[src/rtl/ram_1r1w_pkg.sv]
// Playfield geometry shared by the evaluator and its row store.
package ram_1r1w_pkg;

    localparam int unsigned FIELD_WIDTH     = 10;
    localparam int unsigned FIELD_DEPTH     = 32;
    localparam int unsigned FIELD_ROWS_USED = 25;

endpackage

[src/rtl/ram_1r1w.sv]
// Simple-dual-port flop array with a registered, read-first output port.
// All storage is resettable so no X ever reaches rd_data.
module ram_1r1w
    import ram_1r1w_pkg::*;
#(
    parameter int unsigned DATA_WIDTH = FIELD_WIDTH,
    parameter int unsigned DEPTH      = FIELD_DEPTH,
    localparam int unsigned ADDR_WIDTH = (DEPTH > 1) ? $clog2(DEPTH) : 1
) (
    input  logic                  clk,
    input  logic                  rst_n,
    input  logic [ADDR_WIDTH-1:0] rd_addr,
    output logic [DATA_WIDTH-1:0] rd_data,
    input  logic [ADDR_WIDTH-1:0] wr_addr,
    input  logic [DATA_WIDTH-1:0] wr_data,
    input  logic                  wr_en
);

    logic [DATA_WIDTH-1:0] mem [DEPTH];
    logic                  wr_ok;
    logic                  rd_ok;

    always_comb begin
        wr_ok = wr_en && (32'(wr_addr) < DEPTH);
        rd_ok = (32'(rd_addr) < DEPTH);
    end

    // Read samples mem before this edge's write lands, giving read-first behaviour.
    always_ff @(posedge clk or negedge rst_n) begin
        if (!rst_n) begin
            for (int unsigned i = 0; i < DEPTH; i++) begin
                mem[i] <= '0;
            end
            rd_data <= '0;
        end else begin
            if (wr_ok) begin
                mem[wr_addr] <= wr_data;
            end
            rd_data <= rd_ok ? mem[rd_addr] : '0;
        end
    end

endmodule

[config.mk]
export PLATFORM = sky130hd
export DESIGN_NAME = ram_1r1w
export DESIGN_NICKNAME = d
export VERILOG_FILES = /design/src/rtl/ram_1r1w_pkg.sv /design/src/rtl/ram_1r1w.sv
export SDC_FILE = /design/constraint.sdc
export NUM_CORES = 1
export LEC_CHECK = 0
export CAP_MARGIN = 20
export CORE_ASPECT_RATIO = 0.8
export CORE_MARGIN = 3
export CORE_UTILIZATION = 60
export CTS_CLUSTER_DIAMETER = 200
export DETAILED_ROUTE_END_ITERATION = 12
export GPL_TIMING_DRIVEN = 0
export PLACE_DENSITY = 0.73
export SLEW_MARGIN = 20
export SYNTH_ARGS = -nofsm -noshare
export SYNTH_HDL_FRONTEND = slang
export SYNTH_SLANG_ARGS = --single-unit
[constraint.sdc]
create_clock -name clk -period 1.32 [get_ports clk]
set_input_delay 0.198 -clock clk [delete_from_list [all_inputs] [get_ports clk]]
set_output_delay 0.198 -clock clk [all_outputs]
set_load 0.02 [all_outputs]
== Word level (Yosys, flattened, before mapping) ==
Cells that the tools add are included.
Cells by class
  order comparisons: 3
  multiplexer cells: 6
  bitwise logic cells: 2
  reduce and logical (&&, ||, !) cells: 1
Operators by type and width (number)
  bitwise mux 320 bit: 1
  binary-select mux 10 bit (select 5 bit): 1
  demux 10 bit (select 5 bit): 1
  2-to-1 mux 10 bit: 3
  greater-or-equal comparator 6 bit, second input constant: 2
  inverter 5 -> 6 bit: 2
  less-than comparator 6 x 1 -> 1 bit, second input constant: 1
  logical AND 1 bit: 1
Storage, ports and cells
  bits in registers: 330
  input bits: 23
  output and inout port bits: 10
  word-level logic and storage cells: 45

== Depth between registers and ports, before layout ==
  depth in word-level cells: 6
  mapped depth: 7
  gate-level depth less buffers: 5

== Least setup slack after synthesis ==
OpenSTA, ideal clock, no wires.
  kind: input-to-reg
  start: input wr_addr[0]
  end: register mem[190] (netlist name)
  library setup time: 0.125 ns
  arrival time: 1.400 ns
  data required time: 1.195 ns
  setup slack: -0.205 ns
  cell stages on the path: 5
  buffers on the path: 2
  cell sequence: clkbuf_2 > or3b_1 > buf_4 > nor2_8 > mux2_2
On the way
  longest elaborated chain between the ends: 6
  elaborated cells between the ends (all ways): 7
  those cells by class: order compare: 2; mux: 3; bitwise: 1; reduce/logical: 1
RTL lines
  start, declared: line ram_1r1w.sv:14  | input logic [ADDR_WIDTH-1:0] wr_addr,
  inverter 5 -> 6 bit (not written as such) *: line ram_1r1w.sv:37  | mem[wr_addr] <= wr_data;
  greater-or-equal comparator 6 bit (not written as such) / less-than comparator 6 x 1 -> 1 bit (equally long branches): line ram_1r1w.sv:37
  logical AND 1 bit (not written as such): line ram_1r1w.sv:37
  2-to-1 mux 10 bit (not written as such): line ram_1r1w.sv:37
  demux 10 bit (select 5 bit) *: line ram_1r1w.sv:37
  bitwise mux 320 bit *: line ram_1r1w.sv:37
  end signal, assigned by index: line ram_1r1w.sv:37
  end, declared: line ram_1r1w.sv:19  | logic [DATA_WIDTH-1:0] mem [DEPTH];
Every way passes the cells marked *; elsewhere a longest branch is shown, timed or not.
A chain may end at the register's enable or synchronous reset.

== Worst setup path in the final report ==
  start: register mem[290] (netlist name)
  end: register rd_data[0]
On the way
  longest elaborated chain between the ends: 3
RTL lines
  binary-select mux 10 bit (select 5 bit): line ram_1r1w.sv:39  | rd_data <= rd_ok ? mem[rd_addr] : '0;
  2-to-1 mux 10 bit (not written as such) (2 in a row): line ram_1r1w.sv:39
  end signal, assigned: line ram_1r1w.sv:39
  end, declared: line ram_1r1w.sv:13  | output logic [DATA_WIDTH-1:0] rd_data,
Every way passes these cells. The select of a mux whose other input is x is not followed.

==> results.sh <==
export IMPL_ys_seq_elements=330
export IMPL_synthesis_area_per_instance_sq_um=14.0
export IMPL_rsz0062_at_grt="yes"
export IMPL_remaining_drc_errors=0
export IMPL_final_core_density_pct=72.4
export IMPL_peakVddDrop_v=0.00113
export IMPL_grt_start_max_net_pins=75
export IMPL_route_final_wire_length_um=40600
export IMPL_globalplace_congestion=1.02
export IMPL_drv_cap=0
export IMPL_post_route_worst_setup_slack_ps=-78.0
export IMPL_ys_top_cells_by_area="dfrtp_1 54%, mux2_2 23%, mux2i_1 10%"
export IMPL_via_count_of_the_first_global_routing_pass=9987
export IMPL_static_leakage_power_nw=8.52
export IMPL_antenna_violating_nets_post_route=0
export IMPL_worst_setup_path_type="flip-flop to flip-flop"
export IMPL_cts_root_buf="clkbuf_16"
export IMPL_number_of_cts_inserted_buffers=35
export IMPL_hold_worst_slack_ps=-374
export IMPL_ctsHtreeMaxLevel=2
export IMPL_finalWorstPathRequiredPeriod_ps=1400
export IMPL_switching_share_pct=25.8
export IMPL_synth_fp_nets=1117
export IMPL_powerDensity_nw_per_um2=1570
export IMPL_synth_yosys_warnings=0
export IMPL_dpl_cell_count=1442
export IMPL_synthDominantCellAreaShare_pct=54.0
export IMPL_timing_fmax_ghz=0.715
export IMPL_worst_skew_pair_late_latency_ps=510
export IMPL_worstPathRequired_ps=1690
export IMPL_wl_per_cell_um=26.8
export IMPL_setup_worst_path_start_class="flip-flop"
export IMPL_path_cells="mux2i_1 > a22o_1 > nor3_2 > a31oi_2 > nand3_1"
export IMPL_vias=9622
export IMPL_floorplan_io_pins=33
export IMPL_wire_length_of_the_first_global_routing_pass_um=61000
export IMPL_placeableCoreArea_sq_um=24700
export IMPL_max_stage_delay_cell_worst_path="dfrtp_1"
export IMPL_chipHeight_um=149
export IMPL_worstHoldPathType="input port to asynchronous set/reset pin"
export IMPL_report_final_slew_viol_count=0
export IMPL_final_cells=1516
export IMPL_final_hold_violation_count=64
export IMPL_synthDominantAreaCellType="dfrtp_1"
export IMPL_path_clk_slew_ps=60
export IMPL_worst_ep_arrival_time_ps=1770
export IMPL_drive_above_1_share_pct=42.9
export IMPL_commonest_cells_after_routing_fill_and_taps_aside="330 x dfrtp_1, 289 x mux2_2, 159 x mux2i_1"
export IMPL_detail_route_first_pass_iterations=5
export IMPL_failing_checks="hold timing, setup timing"
export IMPL_p_sw_mw=7.27
export IMPL_grt_use_total_pct=30.0
export IMPL_pwr_share_comb_pct=16.8
export IMPL_synth_cell_area_sq_um=15300
export IMPL_cts_sinks=330
export IMPL_dieArea_sq_um=27500
export IMPL_floorplan_die_width_um=185
export IMPL_clockPowerShare_pct=36.7
export IMPL_clock_tree_from_tritoncts="yes"
export IMPL_antenna_found_initial=0
export IMPL_power_mw=28.1
export IMPL_final_net_count=1195
export IMPL_layout_area_overhead_vs_synth_pct=16.8
export IMPL_period_utilization_post_route_pct=106
export IMPL_clockBufferDepth=3
export IMPL_slew_headroom_pct=43.7
export IMPL_critical_path_top_delay_family="compound AO/OA/AOI/OAI gates"
export IMPL_totalNegativeSetupSlack_ps=-337
export IMPL_start_util_pct=62.0
export IMPL_final_setup_viol_count=11
export IMPL_detail_route_iter0_violations=714
export IMPL_cell_internal_pwr_mw=20.9
export IMPL_gr_total_overflow=0
export IMPL_syn_inst=1094
export IMPL_placement_io_buffers=27
export IMPL_pwr_share_seq_pct=46.4
export IMPL_placement_setup_slack_ps=-1350
export IMPL_slew_of_the_pin_with_the_lowest_slew_margin_ps=844
export IMPL_synth_lib_cells_used_distinct=35
export IMPL_mostFrequentLayoutCell="dfrtp_1"
export IMPL_sequential_element_share_of_the_synthesized_area_pct=54.0
export IMPL_fin_worst_skew_ps=15.0
export IMPL_core_rowCount=51
export IMPL_timing_critical_path_fanout_max=2
export IMPL_cp_buffers_inverters=0
export IMPL_timing_critical_path_slowest_cell_delay_ps=380
export IMPL_detail_route_vias_per_cell=6.35
export IMPL_outcome="finished with violations"
export IMPL_final_hpwl_from_detailed_placement_um=27000
export IMPL_endpoint_kind="flip-flop"
-- final timing paths --
check	start	cells past startpoint	end	slack [ps]
min reg2reg	mem[198]	1	mem[198]	490
max reg2reg	mem[290]	5	rd_data[0]	-80
max	mem[290]	5	rd_data[0]	-80
min in group clk	wr_addr[2]	4	mem[281]	270
min	rst_n	1	mem[263]	-370
max in group asynchronous	rst_n	4	mem[132]	240
-- flip-flops by register name, indices dropped and copies added (netlist names) --
register  count
rd_data      10
mem         320
-- metrics by stage --
stage,hold WS (ps),area (sq um)
final,-374,17900
after global routing,-345,17900
after CTS,-362,17800
after detailed placement,172,16300
after global placement,468,16200
after floorplan,-97.6,15500
-- power by group through the flow --
stage | Combinational, mW | Sequential (mW) | Clock, mW
after global routing | 5.09 | 13.3 | 10.9
final | 4.74 | 13.1 | 10.3
after CTS | 4.69 | 13.0 | 10.5
after floorplan | 3.22 | 13.0 | 0
after global placement | 4.42 | 13.1 | 0
after detailed placement | 4.59 | 13.2 | 0
-- cells by family after synthesis --
group           Yosys count  share of synthesized area, %
simple gates            116                          5.43
compound gates           90                          4.17
mux                     480                          34.0
buf+inv                  78                          2.44
flops                   330                          54.0
-- layer usage --
| metal | up-vias | track usage (%) | part of all wire (%) |
|---|---|---|---|
| li1 | 4176 | - | - |
| met1 | 5099 | 42.7 | 45 |
| met2 | 281 | 47.1 | 47 |
| met3 | 66 | 6.39 | 6.4 |
| met4 | 0 | 8.50 | 2.3 |
| met5 | - | 0 | 0 |
-- cell usage after synthesis, drive strengths merged --
library cell / number
nand3b: 4
a21oi: 20
buf: 31
mux2: 320
or3b: 1
and3: 1
nand2: 37
a31oi: 10
clkbuf: 47
nor3: 11
nor2: 18
dfrtp: 330
nand2b: 2
and3b: 1
nor3b: 4
or2: 2
mux2i: 160
nand4: 10
a22oi: 40
a22o: 20
nand3: 22
and2: 1
nor2b: 2
-- layout make-up --
type	count	area, sq um
Timing Repair Buffer	43	515
Buffer	74	480
Antenna cell	1	2.50
Clock inverter	12	169
Tap cell	318	398
Sequential cell	330	8260
Clock buffer	50	1040
Fill cell	1701	6810
Multi-Input combinational cell	688	7010
-- repair_timing --
action,in CTS,in global routing
gates cloned,2,2
endpoints found under the hold margin,64,64
setup buffers,10,1
pin swaps,7,20
endpoints found under the setup margin,439,46
gates resized for setup,101,20
Note: power is estimated with default switching activity, not from simulation.
